===== src/rtl/fpadd_issue_sequencer_pkg.sv =====
// Shared definitions for the fpadd issue sequencer and the adder wrapper.
//   seq_state_e   : sequencer FSM states
//   FPADD_LATENCY : fpadd pipeline depth in ce-enabled cycles. The sequencer
//                   and the adder wrapper both use it, so their timing agrees.
//   OP_ADD/OP_SUB : encoding of the add/subtract select
package fpadd_issue_sequencer_pkg;

    typedef enum logic [1:0] {
        ST_IDLE  = 2'd0,
        ST_ISSUE = 2'd1,
        ST_DRAIN = 2'd2,
        ST_DONE  = 2'd3
    } seq_state_e;

    localparam int unsigned FPADD_LATENCY = 7;

    localparam logic OP_ADD = 1'b0;
    localparam logic OP_SUB = 1'b1;

endpackage


===== src/rtl/fpadd_issue_sequencer_valid_tag_pipe.sv =====
// valid_tag_pipe: a one-bit valid tag that shadows a pipelined FP unit.
// It shifts only while the unit's clock enable is high, so the tag leaves the
// top of the pipe in the same cycle as the data it tracks.
//   clk, rst_n : clock and asynchronous active-low reset
//   shift_en   : advance the pipe (the unit's ce)
//   tag_in     : tag loaded into bit 0 on a shift
//   tag_out    : top bit, i.e. the result-valid strobe
//   any_set    : at least one tag is still in flight
module valid_tag_pipe #(
    parameter int unsigned DEPTH = 8
) (
    input  logic clk,
    input  logic rst_n,
    input  logic shift_en,
    input  logic tag_in,
    output logic tag_out,
    output logic any_set
);

    logic [DEPTH-1:0] tag_q;
    logic [DEPTH-1:0] tag_d;

    // NOTE: the hold value is assigned first, so a path that does not shift
    // still assigns tag_d and no latch is inferred.
    always_comb begin
        tag_d = tag_q;
        if (shift_en) begin
            tag_d = {tag_q[DEPTH-2:0], tag_in};
        end
    end

    // NOTE: this shift register is reset even though it only holds flags.
    // If a run is aborted, stale tags would otherwise appear later as
    // phantom result strobes.
    always_ff @(posedge clk or negedge rst_n) begin
        if (!rst_n) begin
            tag_q <= '0;
        end else begin
            // NOTE: non-blocking, so every stage samples the pre-edge value of
            // its neighbour and the pipe shifts by exactly one.
            tag_q <= tag_d;
        end
    end

    assign tag_out = tag_q[DEPTH-1];
    assign any_set = |tag_q;

endmodule


===== src/rtl/fpadd_issue_sequencer.sv =====
// fpadd_issue_sequencer: feeds operand pairs into the pipelined fpadd.
// It takes `length` pairs through a valid/ready handshake. Each accepted pair
// is registered onto add_a/add_b, and its valid tag is tracked through the
// adder pipeline so that outsider15 marks the matching result. A single-cycle
// `done` pulse follows the last result.
//   start/length/op_mode : run request, sampled only in IDLE
//   in_valid/in_ready    : upstream operand handshake
//   in_a/in_b            : operand pair
//   add_a/add_b/add_op   : registered operands and op select to fpadd
//   add_ce               : adder clock enable (high in ISSUE and DRAIN)
//   add_start            : wrapper start level; low clears its hold register
//   outsider15           : result-valid strobe to the wrapper
//   busy/done/issued     : run status
module fpadd_issue_sequencer
    import fpadd_issue_sequencer_pkg::*;
#(
    parameter int unsigned WIDTH   = 32,
    parameter int unsigned LATENCY = FPADD_LATENCY,
    parameter int unsigned COUNT_W = 16
) (
    input  logic               clk,
    input  logic               rst_n,
    input  logic               start,
    input  logic [COUNT_W-1:0] length,
    input  logic               op_mode,
    input  logic               in_valid,
    output logic               in_ready,
    input  logic [WIDTH-1:0]   in_a,
    input  logic [WIDTH-1:0]   in_b,
    output logic [WIDTH-1:0]   add_a,
    output logic [WIDTH-1:0]   add_b,
    output logic               add_op,
    output logic               add_ce,
    output logic               add_start,
    output logic               outsider15,
    output logic               busy,
    output logic               done,
    output logic [COUNT_W-1:0] issued
);

    seq_state_e         state_q, state_d;
    logic [COUNT_W-1:0] len_q, len_d;
    logic [COUNT_W-1:0] issued_q, issued_d;
    logic               op_q, op_d;
    logic [WIDTH-1:0]   a_q, a_d;
    logic [WIDTH-1:0]   b_q, b_d;

    logic handshake;
    logic tags_in_flight;

    assign in_ready  = (state_q == ST_ISSUE);
    assign handshake = in_valid & in_ready;

    always_comb begin
        state_d  = state_q;
        len_d    = len_q;
        issued_d = issued_q;
        op_d     = op_q;
        a_d      = a_q;
        b_d      = b_q;

        unique case (state_q)
            ST_IDLE: begin
                if (start) begin
                    if (length != '0) begin
                        len_d    = length;
                        op_d     = op_mode;
                        issued_d = '0;
                        state_d  = ST_ISSUE;
                    end else begin
                        state_d = ST_DONE;
                    end
                end
            end
            ST_ISSUE: begin
                if (handshake) begin
                    a_d = in_a;
                    b_d = in_b;
                    // The guard keeps issued from wrapping, even for length = all ones.
                    if (issued_q != len_q) begin
                        issued_d = issued_q + COUNT_W'(1);
                    end
                    if (issued_d == len_q) begin
                        state_d = ST_DRAIN;
                    end
                end
            end
            ST_DRAIN: begin
                // Looks at the registered tracker, so the last tag has
                // already left the pipe before DONE is entered.
                if (!tags_in_flight) begin
                    state_d = ST_DONE;
                end
            end
            ST_DONE: begin
                state_d = ST_IDLE;
            end
            default: begin
                state_d = ST_IDLE;
            end
        endcase
    end

    always_ff @(posedge clk or negedge rst_n) begin
        if (!rst_n) begin
            state_q  <= ST_IDLE;
            len_q    <= '0;
            issued_q <= '0;
            op_q     <= OP_ADD;
            a_q      <= '0;
            b_q      <= '0;
        end else begin
            state_q  <= state_d;
            len_q    <= len_d;
            issued_q <= issued_d;
            op_q     <= op_d;
            a_q      <= a_d;
            b_q      <= b_d;
        end
    end

    assign add_ce    = (state_q == ST_ISSUE) || (state_q == ST_DRAIN);
    assign busy      = (state_q != ST_IDLE);
    assign add_start = busy;
    assign done      = (state_q == ST_DONE);
    assign add_a     = a_q;
    assign add_b     = b_q;
    assign add_op    = op_q;
    assign issued    = issued_q;

    // One extra stage, because add_a/add_b register the operands before
    // they enter the LATENCY-deep adder.
    valid_tag_pipe #(
        .DEPTH(LATENCY + 1)
    ) u_tag_pipe (
        .clk     (clk),
        .rst_n   (rst_n),
        .shift_en(add_ce),
        .tag_in  (handshake),
        .tag_out (outsider15),
        .any_set (tags_in_flight)
    );

endmodule


===== config.mk =====
export PLATFORM = sky130hd
export DESIGN_NAME = fpadd_issue_sequencer
export DESIGN_NICKNAME = d
export VERILOG_FILES = /design/src/rtl/fpadd_issue_sequencer_pkg.sv /design/src/rtl/fpadd_issue_sequencer_valid_tag_pipe.sv /design/src/rtl/fpadd_issue_sequencer.sv
export SDC_FILE = /design/constraint.sdc
export NUM_CORES = 1
export LEC_CHECK = 0
export ABC_CLOCK_PERIOD_IN_PS = 6600
export CORE_UTILIZATION = 36
export CTS_CLUSTER_DIAMETER = 80
export DETAILED_ROUTE_END_ITERATION = 10
export GPL_TIMING_DRIVEN = 0
export PLACE_DENSITY = 0.7
export SETUP_SLACK_MARGIN = 0.05
export SYNTH_ARGS = -nofsm -noshare
export SYNTH_HDL_FRONTEND = slang
export SYNTH_SLANG_ARGS = --single-unit

===== constraint.sdc =====
create_clock -name clk -period 6.6 [get_ports clk]
set_clock_uncertainty 0.1 [all_clocks]
set_input_delay 0.99 -clock clk [delete_from_list [all_inputs] [get_ports clk]]
set_output_delay 0.99 -clock clk [all_outputs]
set_load 0.01 [all_outputs]

==> results by group <==
Outcome
  • Outcome: finished, final reports clean

Setup path
  • Critical Path End Type: register
  • CP Cell Sequence: clkdlybuf4s50_1 -> nor4_1 -> nand4_1 -> nand3_1 -> clkbuf_1 -> mux2_2
  • CP max stage delay: approximately 0.52 ns
  • Top fanout value on the critical path: 10
  • Crit-path slowest cell: clkbuf_1
  • Family with the most delay on the worst path: simple AND/OR/NAND/NOR gates
  • CP startpoint kind: primary input
  • Crit path buffers/inverters: 2
  • Required time worst endpoint: 6.73 ns
  • Crit Path Category: primary input to register
  • Critical Path AT: around 3.4 ns

CTS
  • Hold_buf cts: 0
  • CTS Buf Count: 9
  • Post-cts resize count: 0
  • Max Root-Sink Buffers: 2
  • Reg clk slew, reported paths: 0.07 ns
  • Clk Tree Root Cell: clkbuf_16
  • Clock latency on the worst-skew pair: roughly 0.34 ns
  • CTS tree: built
  • H-tree depth: 3
  • Setup bufs post-CTS: 0
  • Sink Count: ~110

Yosys
  • Post-synth EDFFs: 0
  • Adder-cell area share of the yosys netlist: under 10%
  • Synth Area in XOR/XNOR: roughly 3.9%
  • Largest family of logic cells by synthesized area: multiplexers
  • Post-Syn Area: between 4000 and 5000 sq um
  • Commonest cells in the netlist: dfrtp_1, mux2_2, nand2_1
  • Post-synth cell types: 54
  • Cell taking the most area after synthesis: dfrtp_1
  • Share of the synthesized area in the top cell type: a little over half
  • Yosys Warn Count: 0
  • Post-synthesis mux area share: a little over a fifth
  • Share of the yosys chip area belonging to registers: about 54%
  • Share of synthesized registers carrying an async set or reset: 100.0%
  • Syn nets: roughly 480
  • Synthesized area per cell: between 10 and 15 sq um
  • Mapped Cells: ~390
  • Synth Area in Simple Gates: under 10%
  • Synth Area in Compound Gates: slightly below 8%
  • Post-synth top flop: dfrtp_1
  • Top-count cell post-synth: dfrtp_1
  • Seq cells post-synth: between 100 and 150
  • Synth top area cells: dfrtp_1, mux2_2, o21ai_0

Power and ir drop
  • Combinational power share: between 40% and 50%
  • Sw power: between 1 and 1.5 mW
  • Internal Power: approximately 2.1 mW
  • Switching Share: between 30% and 40%
  • Peak VDD IR: around 0.25 mV
  • Leakage: slightly below 3 nW
  • Clk network pwr share: ~16%
  • Pwr/cell area: between 400 and 500 nW/um^2
  • Part of the power in registers: a little over a third

Placement
  • DP Wirelength: ~9500 um
  • Port buffer count: approximately 170
  • Final RePlAce weighted congestion: 0.8510
  • Placed cell area: between 6000 and 7000 sq um

Route
  • WL/cell: 16.16 um
  • DRC viols: 0
  • Drt first pass iters: 4
  • Detail Route Antenna Nets: 0
  • Iteration-0 DRC Markers: approximately 130
  • Via density per instance: approximately 5.0
  • Wirelength, routed: about 12000 um
  • Routed vias: 3799

Floorplanning
  • Die Y: between 100 and 150 um
  • Rows: between 40 and 50
  • Core area: around 13000 sq um
  • Die footprint: 14240 sq um
  • Die X: between 100 and 150 um
  • Ports: ~170
  • Initial Util: around 37%

Finish
  • Nets: about 670
  • Filler Cell Count: about 1200
  • # diodes: 0
  • Final instance area: 7189 sq um
  • Ratio of cells with drive above 1 in the final layout: 22.07%
  • Area Overhead vs Synth: 45.10%

Global route
  • Total GRT Usage: 18.25%
  • First-pass GRT wire length: slightly above 20000 um
  • Vias in the first global route: between 4000 and 5000
  • Total gr overflow: 0
  • Largest net degree at the start of global routing: 58
  • Antenna violations before repair: 0

STA
  • Slew headroom: 55.04%
  • Max-slew violation count: 0
  • Slew @ Worst Pin: a little under 0.7 ns
  • Tcrit/Tclk final: 49.74%
  • Hold WS: around 0.41 ns
  • Minimum clock period: ~3.3 ns
  • Setup violators final: 0
  • RSZ-0062 raised after global routing: false
  • Setup TNS: 0 ns
  • Peak Freq: 304.6 MHz
  • Hold Fails Final Rpt: 0

Flow run
  • Max Cap Viol: 0

Hold path
  • Worst Hold Class: register to register
path summary, 6_finish.rpt:
check | startpoint | to | slack [ns] | cells past startpoint
worst max-delay path | length[10] | add_op$_DFFE_PN0P_ | 3.32 | 6
worst min-delay path | add_b[20]$_DFFE_PN0P_ | add_b[20]$_DFFE_PN0P_ | 0.41 | 1
worst max register to register | issued[13]$_DFFE_PN0P_ | state_q[1]$_DFFE_PN0P_ | 3.43 | 8
worst min register to register | add_b[20]$_DFFE_PN0P_ | add_b[20]$_DFFE_PN0P_ | 0.41 | 1
max in group asynchronous | rst_n | add_b[12]$_DFFE_PN0P_ | 5.13 | 2
min in group asynchronous | rst_n | add_a[12]$_DFFE_PN0P_ | 0.57 | 1
layout make-up:
cell class	instances	area, sq um	share of cell area [%]
plain buffers	19	88.84	1.236
flip-flops and latches	107	2678	37.24
clock inverters	7	52.55	0.7309
well taps	176	220.2	3.063
repair buffers	172	1737	24.16
multi-input cells	259	2162	30.07
inverters	7	26.28	0.3655
clock buffers	9	225.2	3.133
flip-flops by register name (all words and copies together) (netlist names):
| signal | count |
|---|---|
| issued | 16 |
| state_q | 2 |
| len_q | 16 |
| u_tag_pipe.tag_q | 8 |
| add_b | 32 |
| add_op | 1 |
| add_a | 32 |
per-layer routing:
layer / share of wire (%) / GRT usage [%] / up-vias
met1: 39 / 20.79 / 1848
met2: 49 / 30.12 / 149
met4: 3.0 / 9.609 / 0
met3: 9.0 / 6.370 / 23
li1: - / - / 1779
met5: 0 / 0 / -
cell usage in the layout, fill, tap and decap left out, types with 3 or more instances in the layout:
| master | n |
|---|---|
| clkbuf_16 | 9 |
| o31ai_1 | 5 |
| inv_1 | 7 |
| nand2_1 | 24 |
| nor3_1 | 3 |
| o21ai_0 | 22 |
| a21oi_1 | 8 |
| nand3_1 | 7 |
| buf_4 | 3 |
| xnor2_1 | 10 |
| o41ai_1 | 4 |
| a22o_1 | 4 |
| ha_1 | 5 |
| nand4_1 | 5 |
| mux2_2 | 91 |
| and2_1 | 4 |
| dfrtp_1 | 107 |
| nor2_1 | 12 |
| clkdlybuf4s50_1 | 170 |
| clkbuf_1 | 13 |
| nor4_1 | 6 |
| xor2_1 | 10 |
| nor2b_1 | 4 |
stage by stage:
stage               setup slack, ns  total power, mW  util (%)  cells
floorplan                     3.652            1.906         -    392
global placement             0.5131            2.569     51.59    739
detailed placement            2.938            2.621     51.78    740
CTS                           3.313            3.148     53.86    756
global route                  3.079            3.313     53.86    756
finish                        3.317            3.107     53.86    756
cells by family (layout without fill, tap and decap cells):
logic type,count (synthesis),after routing
xor+xnor,21,21
fa+ha+maj,5,5
simple gates,83,83
mux,93,93
flops,107,107
compound gates,57,57
buf+inv,26,214
power by group through the flow:
stage / Sequential (mW) / Combinational [mW] / Clock, mW
floorplan: 1.20 / 0.704 / 0
global placement: 1.11 / 1.46 / 0
detailed placement: 1.13 / 1.49 / 0
CTS: 1.12 / 1.50 / 0.525
global route: 1.16 / 1.60 / 0.549
finish: 1.12 / 1.48 / 0.507
(Power assumes the default switching activity.)
